### config.mk
export PLATFORM = sky130hd
export DESIGN_NAME = apb3_slot_decoder_flat
export DESIGN_NICKNAME = d
export VERILOG_FILES = /design/src/rtl/apb3_fabric_pkg.sv /design/src/rtl/apb3_slot_decoder_if.sv /design/src/rtl/apb3_wait_timer.sv /design/src/rtl/apb3_slot_decoder.sv /design/src/flat_wrapper.sv
export SDC_FILE = /design/constraint.sdc
export NUM_CORES = 1
export LEC_CHECK = 0
export CAP_MARGIN = 40
export CORE_ASPECT_RATIO = 0.5
export CORE_MARGIN = 2
export CORE_UTILIZATION = 29
export DETAILED_ROUTE_END_ITERATION = 10
export PLACE_DENSITY = 0.83
export SKIP_CTS_REPAIR_TIMING = 1
export SYNTH_ARGS = -nofsm -noshare
export SYNTH_HDL_FRONTEND = slang
export SYNTH_SLANG_ARGS = --single-unit
### constraint.sdc
create_clock -name HCLK -period 4.6 [get_ports HCLK]
set_clock_uncertainty 0.2 [all_clocks]
set_input_delay 1.38 -clock HCLK [delete_from_list [all_inputs] [get_ports HCLK]]
set_output_delay 1.38 -clock HCLK [all_outputs]
set_load 0.01 [all_outputs]
### src/rtl/apb3_fabric_pkg.sv
// rtl/apb3_fabric_pkg.sv - shared types and constants for the APB3 slot decoder
package apb3_fabric_pkg;

  typedef enum logic [1:0] {
    ST_IDLE   = 2'd0,
    ST_ACCESS = 2'd1,
    ST_ERR    = 2'd2
  } state_e;

  localparam int          SLOT_W    = 4;
  localparam int          MAX_SLOTS = 16;
  localparam logic [31:0] ERR_RDATA = 32'h0;

endpackage

### src/rtl/apb3_slot_decoder_if.sv
// rtl/apb3_slot_decoder_if.sv - bridge-side and slave-side APB3 signals of the slot decoder
interface apb3_slot_decoder_if #(
  parameter int ADDR_WIDTH = 32,
  parameter int NUM_SLOTS  = 4
);

  logic                    PSEL;
  logic                    PENABLE;
  logic                    PWRITE;
  logic [ADDR_WIDTH-1:0]   PADDR;
  logic [31:0]             PRDATA;
  logic                    PREADY;
  logic                    PSLVERR;
  logic [NUM_SLOTS-1:0]    PSELS;
  logic [NUM_SLOTS-1:0]    PREADYS;
  logic [NUM_SLOTS-1:0]    PSLVERRS;
  logic [32*NUM_SLOTS-1:0] PRDATAS;

  modport master (
    output PSEL, PENABLE, PWRITE, PADDR,
    input  PRDATA, PREADY, PSLVERR,
    input  PSELS,
    output PREADYS, PSLVERRS, PRDATAS
  );

  modport slave (
    input  PSEL, PENABLE, PWRITE, PADDR,
    output PRDATA, PREADY, PSLVERR,
    output PSELS,
    input  PREADYS, PSLVERRS, PRDATAS
  );

endinterface

### src/rtl/apb3_wait_timer.sv
// rtl/apb3_wait_timer.sv - saturating wait-state counter with expiry flag
module apb3_wait_timer #(
  parameter int TIMEOUT = 255
) (
  input  logic i_clk,
  input  logic i_rstn,
  input  logic i_clr,
  input  logic i_en,
  output logic o_expired
);

  localparam int            CW    = $clog2(TIMEOUT + 1);
  localparam logic [CW-1:0] LIMIT = CW'(TIMEOUT);

  logic [CW-1:0] r_count;

  always_ff @(posedge i_clk) begin
    if (!i_rstn) begin
      r_count <= '0;
    end else if (i_clr) begin
      r_count <= '0;
    end else if (i_en && (r_count != LIMIT)) begin
      r_count <= r_count + CW'(1);
    end
  end

  assign o_expired = (r_count == LIMIT);

endmodule

### src/rtl/apb3_slot_decoder.sv
// rtl/apb3_slot_decoder.sv - APB3 slot decoder with per-transfer wait-state watchdog
module apb3_slot_decoder
  import apb3_fabric_pkg::*;
#(
  parameter int NUM_SLOTS = 4,
  parameter int SLOT_LSB  = 8,
  parameter int TIMEOUT   = 255
) (
  input  logic              HCLK,
  input  logic              HRESETN,
  apb3_slot_decoder_if.slave bus,
  output logic              TOUT_FLAG,
  output logic [SLOT_W-1:0] TOUT_SLOT,
  input  logic              TOUT_CLR
);

  state_e            r_state;
  logic [SLOT_W-1:0] r_slot;

  logic [SLOT_W-1:0]    w_idx;
  logic                 w_setup;
  logic                 w_mapped;
  logic                 w_rdy;
  logic                 w_expired;
  logic                 w_timeout;
  logic                 w_cnt_en;
  logic                 w_accept;
  logic [MAX_SLOTS-1:0] w_rdy_vec;
  logic [MAX_SLOTS-1:0] w_err_vec;
  logic [31:0]          w_rd_arr [MAX_SLOTS];
  logic                 w_unused;

  assign w_idx    = bus.PADDR[SLOT_LSB +: SLOT_W];
  assign w_setup  = bus.PSEL && !bus.PENABLE;
  assign w_mapped = ({1'b0, r_slot} < 5'(NUM_SLOTS));
  assign w_unused = &{1'b0, bus.PWRITE, bus.PADDR};

  // Unpopulated slots read as never-ready, no-error, zero data.
  for (genvar g = 0; g < MAX_SLOTS; g++) begin : g_slot
    if (g < NUM_SLOTS) begin : g_pop
      assign w_rdy_vec[g] = bus.PREADYS[g];
      assign w_err_vec[g] = bus.PSLVERRS[g];
      assign w_rd_arr[g]  = bus.PRDATAS[32*g +: 32];
      assign bus.PSELS[g] = HRESETN && bus.PSEL && (w_idx == SLOT_W'(g))
                            && !((r_state == ST_ERR) && (r_slot == SLOT_W'(g)));
    end else begin : g_unpop
      assign w_rdy_vec[g] = 1'b0;
      assign w_err_vec[g] = 1'b0;
      assign w_rd_arr[g]  = ERR_RDATA;
    end
  end

  assign w_rdy     = w_rdy_vec[r_slot];
  assign w_timeout = (r_state == ST_ACCESS) && w_mapped && !w_rdy && w_expired;
  assign w_cnt_en  = (r_state == ST_ACCESS) && w_mapped && !w_rdy && !w_expired;
  assign w_accept  = (r_state != ST_ACCESS) && w_setup;

  apb3_wait_timer #(.TIMEOUT(TIMEOUT)) u_timer (
    .i_clk     (HCLK),
    .i_rstn    (HRESETN),
    .i_clr     (w_accept),
    .i_en      (w_cnt_en),
    .o_expired (w_expired)
  );

  always_ff @(posedge HCLK) begin
    if (!HRESETN) begin
      r_state <= ST_IDLE;
      r_slot  <= '0;
    end else begin
      case (r_state)
        ST_IDLE, ST_ERR: begin
          if (w_setup) begin
            r_state <= ST_ACCESS;
            r_slot  <= w_idx;
          end else begin
            r_state <= ST_IDLE;
          end
        end
        ST_ACCESS: begin
          if (w_timeout) begin
            r_state <= ST_ERR;
          end else if (!w_mapped || w_rdy) begin
            r_state <= ST_IDLE;
          end
        end
        default: r_state <= ST_IDLE;
      endcase
    end
  end

  always_ff @(posedge HCLK) begin
    if (!HRESETN) begin
      TOUT_FLAG <= 1'b0;
      TOUT_SLOT <= '0;
    end else if (w_timeout) begin
      TOUT_FLAG <= 1'b1;
      TOUT_SLOT <= r_slot;
    end else if (TOUT_CLR) begin
      TOUT_FLAG <= 1'b0;
    end
  end

  always_comb begin
    bus.PREADY  = 1'b0;
    bus.PSLVERR = 1'b0;
    bus.PRDATA  = ERR_RDATA;
    if (HRESETN) begin
      case (r_state)
        ST_IDLE: begin
          if (bus.PENABLE) begin
            bus.PREADY  = 1'b1;
            bus.PSLVERR = 1'b1;
          end
        end
        ST_ACCESS: begin
          if (!w_mapped || w_timeout) begin
            bus.PREADY  = 1'b1;
            bus.PSLVERR = 1'b1;
          end else if (w_rdy) begin
            bus.PREADY  = 1'b1;
            bus.PSLVERR = w_err_vec[r_slot];
            bus.PRDATA  = w_rd_arr[r_slot];
          end
        end
        default: ;
      endcase
    end
  end

endmodule

### src/flat_wrapper.sv
// flat-port wrapper written by rule: the top's interface ports become plain ports
module apb3_slot_decoder_flat import apb3_fabric_pkg::*;
#(
  parameter int NUM_SLOTS = 4,
  parameter int SLOT_LSB  = 8,
  parameter int TIMEOUT   = 255
)
  (HCLK, HRESETN, TOUT_FLAG, TOUT_SLOT, TOUT_CLR, bus_PSEL, bus_PENABLE, bus_PWRITE, bus_PADDR, bus_PRDATA, bus_PREADY, bus_PSLVERR, bus_PSELS, bus_PREADYS, bus_PSLVERRS, bus_PRDATAS);
  apb3_slot_decoder_if #(.NUM_SLOTS(NUM_SLOTS)) bus_i ();
  input  logic HCLK;
  input  logic HRESETN;
  output logic TOUT_FLAG;
  output logic [SLOT_W-1:0] TOUT_SLOT;
  input  logic TOUT_CLR;
  input wire logic [$bits(bus_i.PSEL)-1:0] bus_PSEL;
  input wire logic [$bits(bus_i.PENABLE)-1:0] bus_PENABLE;
  input wire logic [$bits(bus_i.PWRITE)-1:0] bus_PWRITE;
  input wire logic [$bits(bus_i.PADDR)-1:0] bus_PADDR;
  output wire logic [$bits(bus_i.PRDATA)-1:0] bus_PRDATA;
  output wire logic [$bits(bus_i.PREADY)-1:0] bus_PREADY;
  output wire logic [$bits(bus_i.PSLVERR)-1:0] bus_PSLVERR;
  output wire logic [$bits(bus_i.PSELS)-1:0] bus_PSELS;
  input wire logic [$bits(bus_i.PREADYS)-1:0] bus_PREADYS;
  input wire logic [$bits(bus_i.PSLVERRS)-1:0] bus_PSLVERRS;
  input wire logic [$bits(bus_i.PRDATAS)-1:0] bus_PRDATAS;
  assign bus_i.PSEL = bus_PSEL;
  assign bus_i.PENABLE = bus_PENABLE;
  assign bus_i.PWRITE = bus_PWRITE;
  assign bus_i.PADDR = bus_PADDR;
  assign bus_PRDATA = bus_i.PRDATA;
  assign bus_PREADY = bus_i.PREADY;
  assign bus_PSLVERR = bus_i.PSLVERR;
  assign bus_PSELS = bus_i.PSELS;
  assign bus_i.PREADYS = bus_PREADYS;
  assign bus_i.PSLVERRS = bus_PSLVERRS;
  assign bus_i.PRDATAS = bus_PRDATAS;
  apb3_slot_decoder #(.NUM_SLOTS(NUM_SLOTS), .SLOT_LSB(SLOT_LSB), .TIMEOUT(TIMEOUT)) u_core (.HCLK(HCLK), .HRESETN(HRESETN), .bus(bus_i), .TOUT_FLAG(TOUT_FLAG), .TOUT_SLOT(TOUT_SLOT), .TOUT_CLR(TOUT_CLR));
endmodule
## Word-level counts from Yosys, hierarchy flattened

Index checks and enable logic that the tools add are counted.

| word-level totals | value |
|---|---|
| input bits | 174 |
| flip-flop bits (word level) | 19 |
| word-level logic and storage cells | 86 |
| output and inout bits | 43 |

| operators by class | value |
|---|---|
| order comparisons | 3 |
| muxes and demuxes | 26 |
| equality and inequality tests | 12 |
| bitwise logic cells | 2 |
| reductions and logical operators | 37 |
| $add $sub $neg | 1 |

Operators by type and width:

| operator | number |
|---|---|
| two-way mux 32 bit | 6 |
| binary-select mux 32 bit (select 4 bit) | 1 |
| logical AND 1 bit | 20 |
| equality test 4 x 2 -> 1 bit, second input constant | 4 |
| two-way mux 1 bit | 12 |
| adder 8 x 1 -> 8 bit, second input constant | 1 |
| binary-select mux 1 bit (select 4 bit) | 2 |
| equality test 4 x 1 -> 1 bit, second input constant | 2 |
| equality test 8 bit, second input constant | 1 |
| logical NOT 1 bit | 8 |
| logical NOT 4 bit | 2 |
| != test 8 bit, second input constant | 1 |
| >= comparator 5 bit, second input constant | 1 |
| < comparator 4 x 5 -> 1 bit, second input constant | 1 |
| inverter 4 -> 5 bit | 1 |
| < comparator 4 x 3 -> 1 bit, second input constant | 1 |
| two-way mux 2 bit | 2 |
| one-hot mux 1 bit (2 select lines) | 2 |
| one-hot mux 2 bit (2 select lines) | 1 |
| OR reduction 2 bit | 2 |
| != test 3 x 2 -> 1 bit, second input constant | 1 |
| equality test 2 x 1 -> 1 bit, second input constant | 1 |
| equality test 2 bit, second input constant | 1 |
| logical NOT 2 bit | 1 |
| other kinds (5) | 6 |

## Longest topological paths before layout

| logic depth | value |
|---|---|
| depth after elaboration | 9 |
| mapped depth | 6 |
| mapped depth without buffers | 5 |

## Modules after synthesis

From an unflattened synthesis, not the netlist that was laid out.

| second synthesis, totals | value |
|---|---|
| cell total of the unflattened synthesis | 191 |
| area, all modules | 2,038.2 um2 |

By module, submodules not included:

| module | cells an instance | sequential area each (um2) | area each (um2) | times used |
|---|---|---|---|---|
| apb3_slot_decoder | 141 | 220.2 | 1,615.3 | 1 |
| apb3_wait_timer | 50 | 160.2 | 422.9 | 1 |

## Least setup slack after synthesis

Ideal clock, no wire load.

| path | value |
|---|---|
| path kind | input-to-output |
| start point | input port bus_PREADYS[3] |
| end point | output port bus_PSLVERR |
| setup slack | -82 ps |
| cell stages on the path | 4 |
| path buffers | 0 |
| data arrival time | 3,102 ps |
| required time | 3,020 ps |
| cell sequence | mux4_2 > nor4_2 > nand2_1 > a2111oi_1 |

| on the way | value |
|---|---|
| longest elaborated chain between the ends | 9 |

Ends and longest elaborated chain:

| what | line | RTL |
|---|---|---|
| start, declared | flat_wrapper.sv:23 | `input wire logic [$bits(bus_i.PREADYS)-1:0] bus_PREADYS;` |
| binary-select mux 1 bit (select 4 bit) * | apb3_slot_decoder.sv:53 | `assign w_rdy = w_rdy_vec[r_slot];` |
| two-way mux 1 bit (not written as such) * | apb3_slot_decoder.sv:53 |  |
| logical NOT 1 bit | apb3_slot_decoder.sv:54 | `assign w_timeout = (r_state == ST_ACCESS) && w_mapped && !w_rdy && w_expired;` |
| logical AND 1 bit (2 in series) | apb3_slot_decoder.sv:54 |  |
| logical OR 1 bit | apb3_slot_decoder.sv:117 | `if (!w_mapped \|\| w_timeout) begin` |
| two-way mux 1 bit * | apb3_slot_decoder.sv:117 |  |
| one-hot mux 1 bit (2 select lines) * | apb3_slot_decoder.sv:109 | `case (r_state)` |
| two-way mux 1 bit * | apb3_slot_decoder.sv:108 | `if (HRESETN) begin` |
| end, declared | flat_wrapper.sv:21 | `output wire logic [$bits(bus_i.PSLVERR)-1:0] bus_PSLVERR;` |

Mark *: on every way between the ends. The rest lies on a longest branch, timed or not. The select of a mux whose other input is x is not followed.

## Final worst setup path

| path | value |
|---|---|
| start point | input port bus_PREADYS[3] |
| end point | output port bus_PRDATA[26] |

| on the way | value |
|---|---|
| longest elaborated chain between the ends | 9 |

Ends and longest elaborated chain:

| what | line | RTL |
|---|---|---|
| binary-select mux 1 bit (select 4 bit) * | apb3_slot_decoder.sv:53 |  |
| two-way mux 1 bit (not written as such) * | apb3_slot_decoder.sv:53 |  |
| logical NOT 1 bit | apb3_slot_decoder.sv:54 |  |
| logical AND 1 bit (2 in series) | apb3_slot_decoder.sv:54 |  |
| logical OR 1 bit | apb3_slot_decoder.sv:117 |  |
| two-way mux 32 bit * | apb3_slot_decoder.sv:117 |  |
| two-way mux 32 bit * | apb3_slot_decoder.sv:109 |  |
| two-way mux 32 bit * | apb3_slot_decoder.sv:108 |  |
| end, declared | flat_wrapper.sv:19 | `output wire logic [$bits(bus_i.PRDATA)-1:0] bus_PRDATA;` |

Marked as above.

==> metrics.md <==
| Metric | Value |
|---|---|
| Port-buffer cells | roughly 190 |
| Count of different cell masters after synthesis | 37 |
| Hold Startpoint | u_core.TOUT_SLOT[0] |
| Worst IR Drop VDD | between 0.0001 and 0.00015 V |
| Root buf cell | clkbuf_16 |
| ANT cells | 0 |
| 1st-pass router iterations | 4 |
| Layout Cells excl Fill | between 400 and 500 |
| Nets@finish | approximately 560 |
| WS Path Type | input port to output pin |
| Sw frac | 23.0% |
| Total power | 604 uW |
| Worst-Skew Late Latency | approximately 0.25 ns |
| Number of placed I/O pins | around 220 |
| Worst Path Required | between 3 and 4 ns |
| Leakage | between 0.0015 and 0.002 uW |
| Final worst path period need | between 4 and 5 ns |
| Yosys top cell by area | mux4_2 |
| Synth Cell Area | slightly below 0.002 sq mm |
| Achievable frequency | roughly 0.22 GHz |
| Max FO, Critical Path | 8 |
| CP Capture Type | output pin |
| Worst setup path startpoint | bus_PREADYS[3] |
| CTS sink cnt | 19 |
| Share of cells above drive strength 1 | approximately 17% |
| Die height | 62.4 um |
| Worst hold-check path type | register to register |
| Combinational share of power | 42.1% |
| P_int | around 460 uW |
| Dpl hpwl | a little over 7000 um |
| Drt via density | around 5 |
| CTS tree | yes |
| Top cell type's share of synthesized area | 38.8% |
| MaxCap Viol Count | 0 |
| Reg2reg setup slack | about 2 ns |
| Worst-Margin Slew | ~0.78 ns |
| Die area | between 0.007 and 0.008 sq mm |
| Reg clk slew, reported paths | roughly 0.050 ns |
| GRT Total Usage | a little over a fifth |
| Fin. max-slew vios | 0 |
| Vias in the first global route | 2459 |
| RR Endpoint | u_core.u_timer.r_count[4] |
| Total wire length | a little under 9000 um |
| # rows | 21 |
| Syn_area_per_cell | 10.2 sq um |
| Num CTS Buffers | 3 |
| Clock share of power | about 30% |
| Detailed-route via count | 2455 |
| Initial antenna violation count | 0 |
| Post-synth EDFFs | 0 |
| Fin crit share | around 100% |
| Placed Instances | 469 |
| Run status | finished, final reports clean |
| Sequential share of power | between 20% and 30% |
| Longest Clk Path Bufs | 2 |
| Worst Setup Start Kind | input port |
| Top post-synthesis cells by area | mux4_2 39%, dfxtp_1 19%, nor2b_1 10% |
| PD cells | between 100 and 150 mW/mm^2 |
| Gr ovfl total | 0 |
| Number of synthesized register bits | 19 |
| Seq/Total Area, Yosys | between 15 and 20% |
| Syn Inst Count | roughly 190 |
| Crit Reg-Reg Startpoint | u_core.r_slot[0] |
| WL/cell | approximately 19 um |
| Starting density of the core | 29.7% |
| Synth Warn # | 0 |
| CP arrival | roughly 3 ns |
| Setup-failing EPs final | 0 |
| Routability cong. | between 0.9 and 1 |
| Chip width | between 100 and 150 um |
| Synth async-reset ratio | 0% |
| CTS H-tree lvls | 1 |
| Fin. Hold Viols | 0 |
| Final ANT Viol Nets | 0 |
| Fill count | roughly 510 |
| Mapped Nets | around 370 |
| Net Sw Power | between 100 and 150 uW |
| Area Overhead vs Synth | 114% |
| Initial detailed-routing violation count | around 150 |
| Total core area | around 0.0066 sq mm |
| Largest net degree at the start of global routing | 40 |
| First-pass GRT wire length | approximately 13000 um |
| Worst r2r path cells | 5 |
| DRC Markers | 0 |
| Prevailing post-synth register cell | dfxtp_1 |
| Rel. slew slack | ~47% |
| CP Capture Point | bus_PRDATA[26] |
-- per-layer routing --
metal / share of wire, % / track usage [%]
met3: 4.8 / 3.03
met1: 39 / 25.9
met4: 1.4 / 3.92
met5: 0 / 0
met2: 55 / 40.6
-- critical path: stages --
cell             delay [ns]
dlymetal6s2s_1         0.12
mux4_2                 0.53
buf_6                  0.17
nand3_4                0.11
buf_6                  0.14
nor2b_1                0.05
clkdlybuf4s50_1        0.48
-- sequential cells by signal, summed over array words and instances (netlist names) --
register,flops
u_core.TOUT_FLAG,1
u_core.TOUT_SLOT,4
u_core.r_slot,4
u_core.r_state,2
u_core.u_timer.r_count,8
-- cells by family after synthesis --
group	Yosys count	synth area share [%]
fa+ha+maj	1	0.633
flops	19	19.3
simple gates	88	25.3
compound gates	27	8.74
mux	40	41.8
buf+inv	18	4.31
-- cell type report --
class                      instances  area (sq um)  share of cell area [%]
timing repair buffer             203          2080                    49.0
multi-input combinational        156          1570                    37.0
sequential                        19           382                    9.02
tap                               92           115                    2.72
clock buffer                       3          75.1                    1.77
inverter                           4          15.0                   0.355
clock inverter                     1          5.00                   0.118
-- layout by cell type, fill, tap and decap left out, types with 3 or more instances in the layout --
cell type	synthesis	routed
nand2_1	13	12
clkdlybuf4s50_1	0	164
inv_1	4	4
or3_1	3	3
nor2b_1	33	32
nor3_1	7	6
mux2i_1	6	6
buf_4	0	11
or4_1	3	3
mux4_2	34	34
clkbuf_16	0	4
nor2_1	11	11
dfxtp_1	19	18
a21oi_1	10	10
nand2b_1	4	4
o31ai_1	3	3
buf_6	2	3
dlymetal6s2s_1	0	21
nand3_1	5	4
-- Yosys cell counts (3+ instances only) --
cell / number
mux4_2: 34
nor2b_1: 33
dfxtp_1: 19
nand2_1: 13
nor2_1: 11
a21oi_1: 10
clkbuf_1: 8
nor3_1: 7
mux2i_1: 6
nand3_1: 5
inv_1: 4
nand2b_1: 4
o31ai_1: 3
or3_1: 3
or4_1: 3
-- per-stage QoR --
stage / utilization (%) / hold slack (ns) / setup WS (ns) / instance area (sq um) / TNS, ns
2_1_floorplan: - / 0.261 / 0.0359 / 1980 / 0
3_3_place_gp: 60.1 / 0.246 / -0.610 / 3990 / -11.81
5_1_grt: 63.7 / 0.293 / -0.0141 / 4230 / -0.0169
3_5_place_dp: 60.1 / 0.263 / -0.688 / 3990 / -12.02
6_report: 63.7 / 0.268 / 0.0318 / 4230 / 0
4_1_cts: 61.3 / 0.271 / -0.698 / 4070 / -12.50
-- worst min path at each step --
stage,slack (ns),depth (start not counted),to
5_1_grt,0.29,1,u_core.TOUT_SLOT[3]
3_5_place_dp,0.26,2,u_core.TOUT_SLOT[0]
3_3_place_gp,0.25,2,u_core.TOUT_SLOT[0]
4_1_cts,0.27,2,u_core.TOUT_SLOT[0]
2_1_floorplan,0.26,2,u_core.u_timer.r_count[6]
6_report,0.27,2,u_core.TOUT_SLOT[0]
-- power groups by stage --
stage / registers [uW] / logic [uW] / clock network [uW]
3_5_place_dp: 174 / 244 / 0
2_1_floorplan: 173 / 93.1 / 0
6_report: 171 / 254 / 178
4_1_cts: 170 / 246 / 181
3_3_place_gp: 174 / 238 / 0
5_1_grt: 171 / 267 / 188
Power figures use the tool's default switching activity.
